**config.mk**
```make
export PLATFORM = sky130hd
export DESIGN_NAME = data_memory_flat
export DESIGN_NICKNAME = d
export VERILOG_FILES = /design/src/rtl/data_memory_if.sv /design/src/rtl/data_memory.sv /design/src/flat_wrapper.sv
export SDC_FILE = /design/constraint.sdc
export NUM_CORES = 1
export LEC_CHECK = 0
export ABC_CLOCK_PERIOD_IN_PS = 2300
export BUFFER_PORTS_ARGS = -buffer_cell sky130_fd_sc_hd__buf_2
export CORE_MARGIN = 2
export CORE_UTILIZATION = 47
export DETAILED_ROUTE_END_ITERATION = 16
export PLACE_DENSITY = 0.73
export SYNTH_ARGS = -nofsm -noshare
export SYNTH_HDL_FRONTEND = slang
export SYNTH_SLANG_ARGS = --single-unit
```
**constraint.sdc**
```tcl
create_clock -name clk -period 2.3 [get_ports clk]
set_input_delay 0.115 -clock clk [delete_from_list [all_inputs] [get_ports clk]]
set_output_delay 0.115 -clock clk [all_outputs]
set_load 0.03 [all_outputs]
```
**src/rtl/data_memory_if.sv**
```systemverilog
// ---------------------------------------------------------------------------
// data_memory_if
//   Bundle of the core's data-memory bus: one word-indexed read port and one
//   independent word-indexed write port with a store-width code.
//
//   Signals
//     rd_addr0 [AW-1:0]  read word index                 (core -> memory)
//     wr_addr0 [AW-1:0]  write word index                (core -> memory)
//     wr_din0  [31:0]    write data, right-aligned       (core -> memory)
//     we0                write enable                    (core -> memory)
//     wr_strb  [2:0]     store width: 000 SB, 001 SH, 010 SW (core -> memory)
//     rd_dout0 [31:0]    registered read data            (memory -> core)
//
//   Modports
//     master : the core side (drives addresses, data, enables)
//     slave  : the memory side
//     memory : alias of slave, the name used by the core's port list
// ---------------------------------------------------------------------------
interface data_memory_if #(
  parameter int MEM_DEPTH = 4
);
  localparam int AW = $clog2(MEM_DEPTH);

  logic [AW-1:0] rd_addr0;
  logic [AW-1:0] wr_addr0;
  logic [31:0]   wr_din0;
  logic          we0;
  logic [2:0]    wr_strb;
  logic [31:0]   rd_dout0;

  modport master (
    output rd_addr0,
    output wr_addr0,
    output wr_din0,
    output we0,
    output wr_strb,
    input  rd_dout0
  );

  modport slave (
    input  rd_addr0,
    input  wr_addr0,
    input  wr_din0,
    input  we0,
    input  wr_strb,
    output rd_dout0
  );

  modport memory (
    input  rd_addr0,
    input  wr_addr0,
    input  wr_din0,
    input  we0,
    input  wr_strb,
    output rd_dout0
  );
endinterface

```
**src/rtl/data_memory.sv**
```systemverilog
// ---------------------------------------------------------------------------
// data_memory
//   Word-organised synchronous data RAM for the RISC-V core. One read port,
//   one independent write port, byte/halfword/word stores, registered read
//   data (one cycle latency, read-first on a same-address collision).
//
//   Ports
//     clk      : clock, all state changes on the rising edge
//     rst      : synchronous active-high reset; clears every word and the
//                read register, and drops any write in the same cycle
//     mem_bus  : data_memory_if slave side (rd_addr0, wr_addr0, wr_din0,
//                we0, wr_strb in; rd_dout0 out)
//
//   Parameter
//     MEM_DEPTH : number of 32-bit words, power of two, >= 2
// ---------------------------------------------------------------------------
module data_memory #(
  parameter int MEM_DEPTH = 4
) (
  input  logic         clk,
  input  logic         rst,
  data_memory_if.slave mem_bus
);
  localparam int AW = $clog2(MEM_DEPTH);

  localparam logic [2:0] STRB_SB = 3'b000;
  localparam logic [2:0] STRB_SH = 3'b001;
  localparam logic [2:0] STRB_SW = 3'b010;

  // Byte lanes touched by the current store. Write data is right-aligned, so
  // lane b always takes wr_din0[8b+7:8b]; the width code only decides how
  // many low lanes are enabled. Reserved codes enable nothing.
  logic [3:0] lane_en;

  always_comb begin
    lane_en = 4'b0000;
    if (mem_bus.we0) begin
      case (mem_bus.wr_strb)
        STRB_SB: lane_en = 4'b0001;
        STRB_SH: lane_en = 4'b0011;
        STRB_SW: lane_en = 4'b1111;
        default: lane_en = 4'b0000;
      endcase
    end
  end

  // Current contents of every word, gathered for the read mux.
  logic [31:0] mem_words [MEM_DEPTH];

  // Each word is its own register with a resettable clear; the whole array
  // must read back as zero right after reset, which a plain RAM macro cannot
  // provide.
  genvar gi;
  generate
    for (gi = 0; gi < MEM_DEPTH; gi++) begin : g_word
      logic        word_sel;
      logic [31:0] word_d;
      logic [31:0] word_q;

      assign word_sel = (mem_bus.wr_addr0 == AW'(gi));

      always_comb begin
        word_d = word_q;
        if (word_sel) begin
          for (int b = 0; b < 4; b++) begin
            if (lane_en[b]) begin
              word_d[8*b +: 8] = mem_bus.wr_din0[8*b +: 8];
            end
          end
        end
      end

      always_ff @(posedge clk) begin
        if (rst) begin
          word_q <= 32'h0000_0000;
        end else begin
          word_q <= word_d;
        end
      end

      assign mem_words[gi] = word_q;
    end
  endgenerate

  // Read register samples the pre-edge word contents, so a write to the same
  // address in the same cycle is not seen until the next read (read-first).
  logic [31:0] rd_dout_d;
  logic [31:0] rd_dout_q;

  always_comb begin
    rd_dout_d = mem_words[mem_bus.rd_addr0];
  end

  always_ff @(posedge clk) begin
    if (rst) begin
      rd_dout_q <= 32'h0000_0000;
    end else begin
      rd_dout_q <= rd_dout_d;
    end
  end

  assign mem_bus.rd_dout0 = rd_dout_q;

endmodule

```
**src/flat_wrapper.sv**
```systemverilog
// flat-port wrapper written by rule: the top's interface ports become plain ports
module data_memory_flat 
#(
  parameter int MEM_DEPTH = 4
)
  (clk, rst, mem_bus_rd_addr0, mem_bus_wr_addr0, mem_bus_wr_din0, mem_bus_we0, mem_bus_wr_strb, mem_bus_rd_dout0);
  data_memory_if #(.MEM_DEPTH(MEM_DEPTH)) mem_bus_i ();
  input  logic clk;
  input  logic rst;
  input wire logic [$bits(mem_bus_i.rd_addr0)-1:0] mem_bus_rd_addr0;
  input wire logic [$bits(mem_bus_i.wr_addr0)-1:0] mem_bus_wr_addr0;
  input wire logic [$bits(mem_bus_i.wr_din0)-1:0] mem_bus_wr_din0;
  input wire logic [$bits(mem_bus_i.we0)-1:0] mem_bus_we0;
  input wire logic [$bits(mem_bus_i.wr_strb)-1:0] mem_bus_wr_strb;
  output wire logic [$bits(mem_bus_i.rd_dout0)-1:0] mem_bus_rd_dout0;
  assign mem_bus_i.rd_addr0 = mem_bus_rd_addr0;
  assign mem_bus_i.wr_addr0 = mem_bus_wr_addr0;
  assign mem_bus_i.wr_din0 = mem_bus_wr_din0;
  assign mem_bus_i.we0 = mem_bus_we0;
  assign mem_bus_i.wr_strb = mem_bus_wr_strb;
  assign mem_bus_rd_dout0 = mem_bus_i.rd_dout0;
  data_memory #(.MEM_DEPTH(MEM_DEPTH)) u_core (.clk(clk), .rst(rst), .mem_bus(mem_bus_i));
endmodule
```
# After elaboration in Yosys (flattened, before gate mapping)
# Index checks and enable logic that the tools add are counted.
# op_classes
mux,5
shift,0
mul,0
eq_ne,5
addsub,0
reduce_logical,18
magnitude_cmp,1
n_div,0
n_bitwise,1
# op_table
cell,n
$bmux W32 S2,1
$mux W32,2
$reduce_and A2 Y1,16
$pmux W4 S3,1
$eq A2 B2 Y1 const B,2
$mux W4,1
$eq A3 B1 Y1 const B,1
$eq A3 B2 Y1 const B,1
$ge A3 B3 Y1 const B,1
$logic_not A3 Y1,1
$not A2 Y3,1
$eq A2 B1 Y1 const B,1
$logic_not A2 Y1,1
# word_totals
inputBits,42
regBits,160
mem_bits_ro,0
output_inout_bits,32
n_memories,0
latchBits,0
wordCells,47
ram_bits,0

# Logic depth before layout (Yosys ltp)
# logic_depth
depth_word,4
depth_mapped,6
ltp_nobuf,3

# Worst setup path before layout
# Ideal clock, no wire load.
# synth_timing
path_kind,input port to flip-flop
startpoint,input port mem_bus_rd_addr0[0]
endpoint,register u_core.rd_dout_q[0] (netlist: u_core.mem_bus.rd_dout0[0])
required_time_ps,2172
n_path_buf,2
path_slack_ps,985
setup_time_ps,128
arrival_ps,1187
stages,4
path_cell_list,buf_2 > buf_2 > mux4_2 > nor2b_1
# synth_via
elab_chain_len,4
# synth_rtl
element,line,rtl
start: declaration,flat_wrapper.sv:10,input wire logic [$bits(mem_bus_i.rd_addr0)-1:0] mem_bus_rd_addr0;
$not A2 Y3 (implied by the code),data_memory.sv:91,rd_dout_d = mem_words[mem_bus.rd_addr0];
$bmux W32 S2,data_memory.sv:91,
$mux W32 (implied by the code) (2 in a row),data_memory.sv:91,
end signal: assignment,data_memory.sv:98,rd_dout_q <= rd_dout_d;
end: declaration,data_memory.sv:88,logic [31:0] rd_dout_q;
# Every way passes these cells. The select of a mux whose other input is x is not followed.
# A chain may end at the register's enable or synchronous reset.

# Final worst setup path
# layout_timing
startpoint,input port mem_bus_wr_strb[2]
endpoint,register u_core.g_word[3].word_q[7]
# layout_via
elab_chain_len,4
elab_cells_between_ends,6
classes_between,eq/ne: 2; mux: 2; reduce/logical: 2
# layout_rtl
element,line,rtl
start: declaration,flat_wrapper.sv:14,input wire logic [$bits(mem_bus_i.wr_strb)-1:0] mem_bus_wr_strb;
$eq A3 B2 Y1 (tied with other cells),data_memory.sv:38,case (mem_bus.wr_strb)
$pmux W4 S3 *,data_memory.sv:38,
$mux W4 *,data_memory.sv:37,if (mem_bus.we0) begin
$reduce_and A2 Y1 (no source line) *,n/a,
end signal: assignment,data_memory.sv:77,word_q <= word_d;
end: declaration,data_memory.sv:58,logic [31:0] word_q;
# Mark *: on every way between the ends. The rest lies on a longest branch, timed or not.

==> flow_metrics.env <==
export IMPL_status="finished clean"
export IMPL_wl_per_cell_um=16.07
export IMPL_core_um2=13990
export IMPL_netlist_area_um2=6800
export IMPL_p_total_w=0.005931
export IMPL_drc=0
export IMPL_htreeDepth=4
export IMPL_multiInputGateArea_um2=3376
export IMPL_ant_nets=0
export IMPL_drive_gt1_share_pct=23.30
export IMPL_worstPathArrival_ns=1.44
export IMPL_avgSynthCellArea_um2=11.87
export IMPL_regArea_um2=3203
export IMPL_grt_pass1_wl_um=22000
export IMPL_clk_latency_ns=0.42
export IMPL_wirelength_um=13310
export IMPL_max_clock_freq_mhz=909.4
export IMPL_leakage_nw=3.587
export IMPL_firstDrtPassIters=4
export IMPL_core_rowCount=43
export IMPL_via_per_inst=5.112
export IMPL_power_density_nw_per_um2=751.2
export IMPL_yosys_area_top_type="dfxtp_1"
export IMPL_dieArea_um2=15450
export IMPL_start_kind="input pin"
export IMPL_maxCapViolCount=0
export IMPL_place_area_um2=7312
export IMPL_synth_cell_types=27
export IMPL_fp_dieW_um=124.3
export IMPL_path_class="input pin to flop"
export IMPL_hold_viol_final=0
export IMPL_clock_skew_ns=0.004106
export IMPL_area_growth_pct=16.10
export IMPL_rsz0062_at_grt="no"
export IMPL_cts_resized=0
export IMPL_fin_crit_sh_pct=47.81
export IMPL_synthCells=573
export IMPL_port_buffers=73
export IMPL_vias=4233
export IMPL_clock_sinks=160
export IMPL_hold_depth=3
export IMPL_finalCriticalPeriod_ns=1.100
export IMPL_ys_seq_area_share_pct=47.10
export IMPL_irDropWorstVdd_mv=0.5616
export IMPL_setup_tns_ns=0
export IMPL_fin_cells=828
export IMPL_die_h_um=124.3
export IMPL_cts_root_buf="clkbuf_16"
export IMPL_drv_slew=0
export IMPL_synth_nets=615
export IMPL_fin_area_um2=7895
export IMPL_grt_ovfl_total=0
export IMPL_grt_usage_pct=17.82
export IMPL_cts_setup_buffers=0
export IMPL_synthTopCellsByArea="dfxtp_1 47%, mux2i_1 19%, nand2b_1 15%"
export IMPL_final_nets=679
export IMPL_ys_ff_latch=160
export IMPL_tightest_slew_ns=0.6197
export IMPL_mostFrequentLayoutCells="160 x nand2b_1, 160 x dfxtp_1, 128 x mux2i_1, 72 x buf_2, 33 x nor2b_1"
export IMPL_initial_core_util_pct=48.61
export IMPL_yosys_warnings=0
export IMPL_cts_clk_slew_worst_paths_ns=0.06
export IMPL_dp_hpwl_um=8654
export IMPL_slew_headroom_pct=58.54
export IMPL_cp_required_ns=2.64
export IMPL_fin_util_pct=56.44
export IMPL_grt_max_degree=75
export IMPL_grt_use_met3_pct=4.467
export IMPL_r2r_worst_path_cells=2
export IMPL_antenna_found_initial=0
export IMPL_top_usage_layer="met2"
export IMPL_numCtsBuffers=17
export IMPL_fill_cells=1181
export IMPL_cts_hold_buf=0
export IMPL_place_gp_congestion=0.7241
export IMPL_setup_violations=0
export IMPL_critPathMaxFanout=8
export IMPL_n_antenna_cell=0
export IMPL_grt_pass1_vias=4374
export IMPL_pin_count=74
export IMPL_end_kind="flop"
export IMPL_use_met1_pct=21.92
export IMPL_cts_tree="done"
export IMPL_yosysTopAreaCellShare_pct=47.10
export IMPL_cts_buffer_depth=2
export IMPL_drt_initial_drc_count=227
export IMPL_dpl_cell_count=798
export IMPL_min_path_type="input pin to flop"
export IMPL_grt_util_met2_pct=30.15
sequential cells by signal, summed over array words and instances, names as in the netlist:
name                     cells
u_core.g_word.word_q       128
u_core.mem_bus.rd_dout0     32
power breakdown:
group	internal [W]	switching [W]	leakage, nW
combinational	0.000162	0.000176	2.01
sequential	0.00280	0.0000141	1.29
clock	0.00173	0.00105	0.285
area by class of cell:
type                            count  area share (%)
Clock buffer                       25           6.403
Clock inverter                      5          0.9826
Multi-Input combinational cell    373           42.76
Sequential cell                   160           40.57
Tap cell                          180           2.853
Timing Repair Buffer               85           6.434
path summary, 6_finish.rpt:
kind / start / slack (ns) / to
setup / recovery: mem_bus_wr_strb[2] / 1.20 / u_core.g_word[3].word_q[7]$_SDFFE_PP0P_
hold / removal: mem_bus_wr_din0[0] / 0.03 / u_core.g_word[1].word_q[0]$_SDFFE_PP0P_
setup reg to reg: u_core.g_word[3].word_q[17]$_SDFFE_PP0P_ / 1.27 / u_core.mem_bus.rd_dout0[17]$_SDFF_PP0_
hold reg to reg: u_core.g_word[3].word_q[5]$_SDFFE_PP0P_ / 0.47 / u_core.g_word[3].word_q[5]$_SDFFE_PP0P_
metal layers:
metal	up-vias	wire length [µm]	share of wire, %
met5	-	0	0
met4	0	222	1.7
met3	18	404	3.0
met2	52	6518	49
met1	2075	6160	46
li1	2088	-	-
logic make-up (layout without fill, tap and decap cells):
group                  Yosys count  in the layout  synth area share (%)
multiplexers                   160            160                 29.44
buffers and inverters           40            115                 3.257
AO/OA/AOI/OAI                    1              1               0.07353
flip-flops                     160            160                 47.10
AND/OR/NAND/NOR                211            211                 20.00
XOR/XNOR                         1              1                0.1288
synth_stat cells:
master	count
nand3b_4	1
mux2i_1	128
nand2_1	2
a21oi_1	1
and3_1	1
nand3_2	3
buf_12	1
buf_1	3
dfxtp_1	160
buf_4	3
buf_2	8
nand3_1	2
clkbuf_1	21
nor2_1	1
buf_6	3
nor2b_1	33
nor4bb_1	1
nor3b_2	1
and3b_1	1
nand2b_1	160
xor2_1	1
nand4b_1	1
buf_8	1
mux4_2	32
and4_1	2
nand2_2	1
nand3b_2	1
critical path, stage by stage:
cell	delay (ns)
buf_2	0.12
nor2b_1	0.31
and4_1	0.65
mux2i_1	0.25
through the flow:
step / hold WS (ns) / setup WS [ns]
5_1_grt: 0.03424 / 1.065
4_1_cts: 0.02883 / 1.191
2_1_floorplan: 0.3358 / 0.9853
3_5_place_dp: 0.4608 / 0.7702
3_3_place_gp: 0.4451 / 0.8056
6_report: 0.03419 / 1.200
Power figures use the tool's default switching activity.
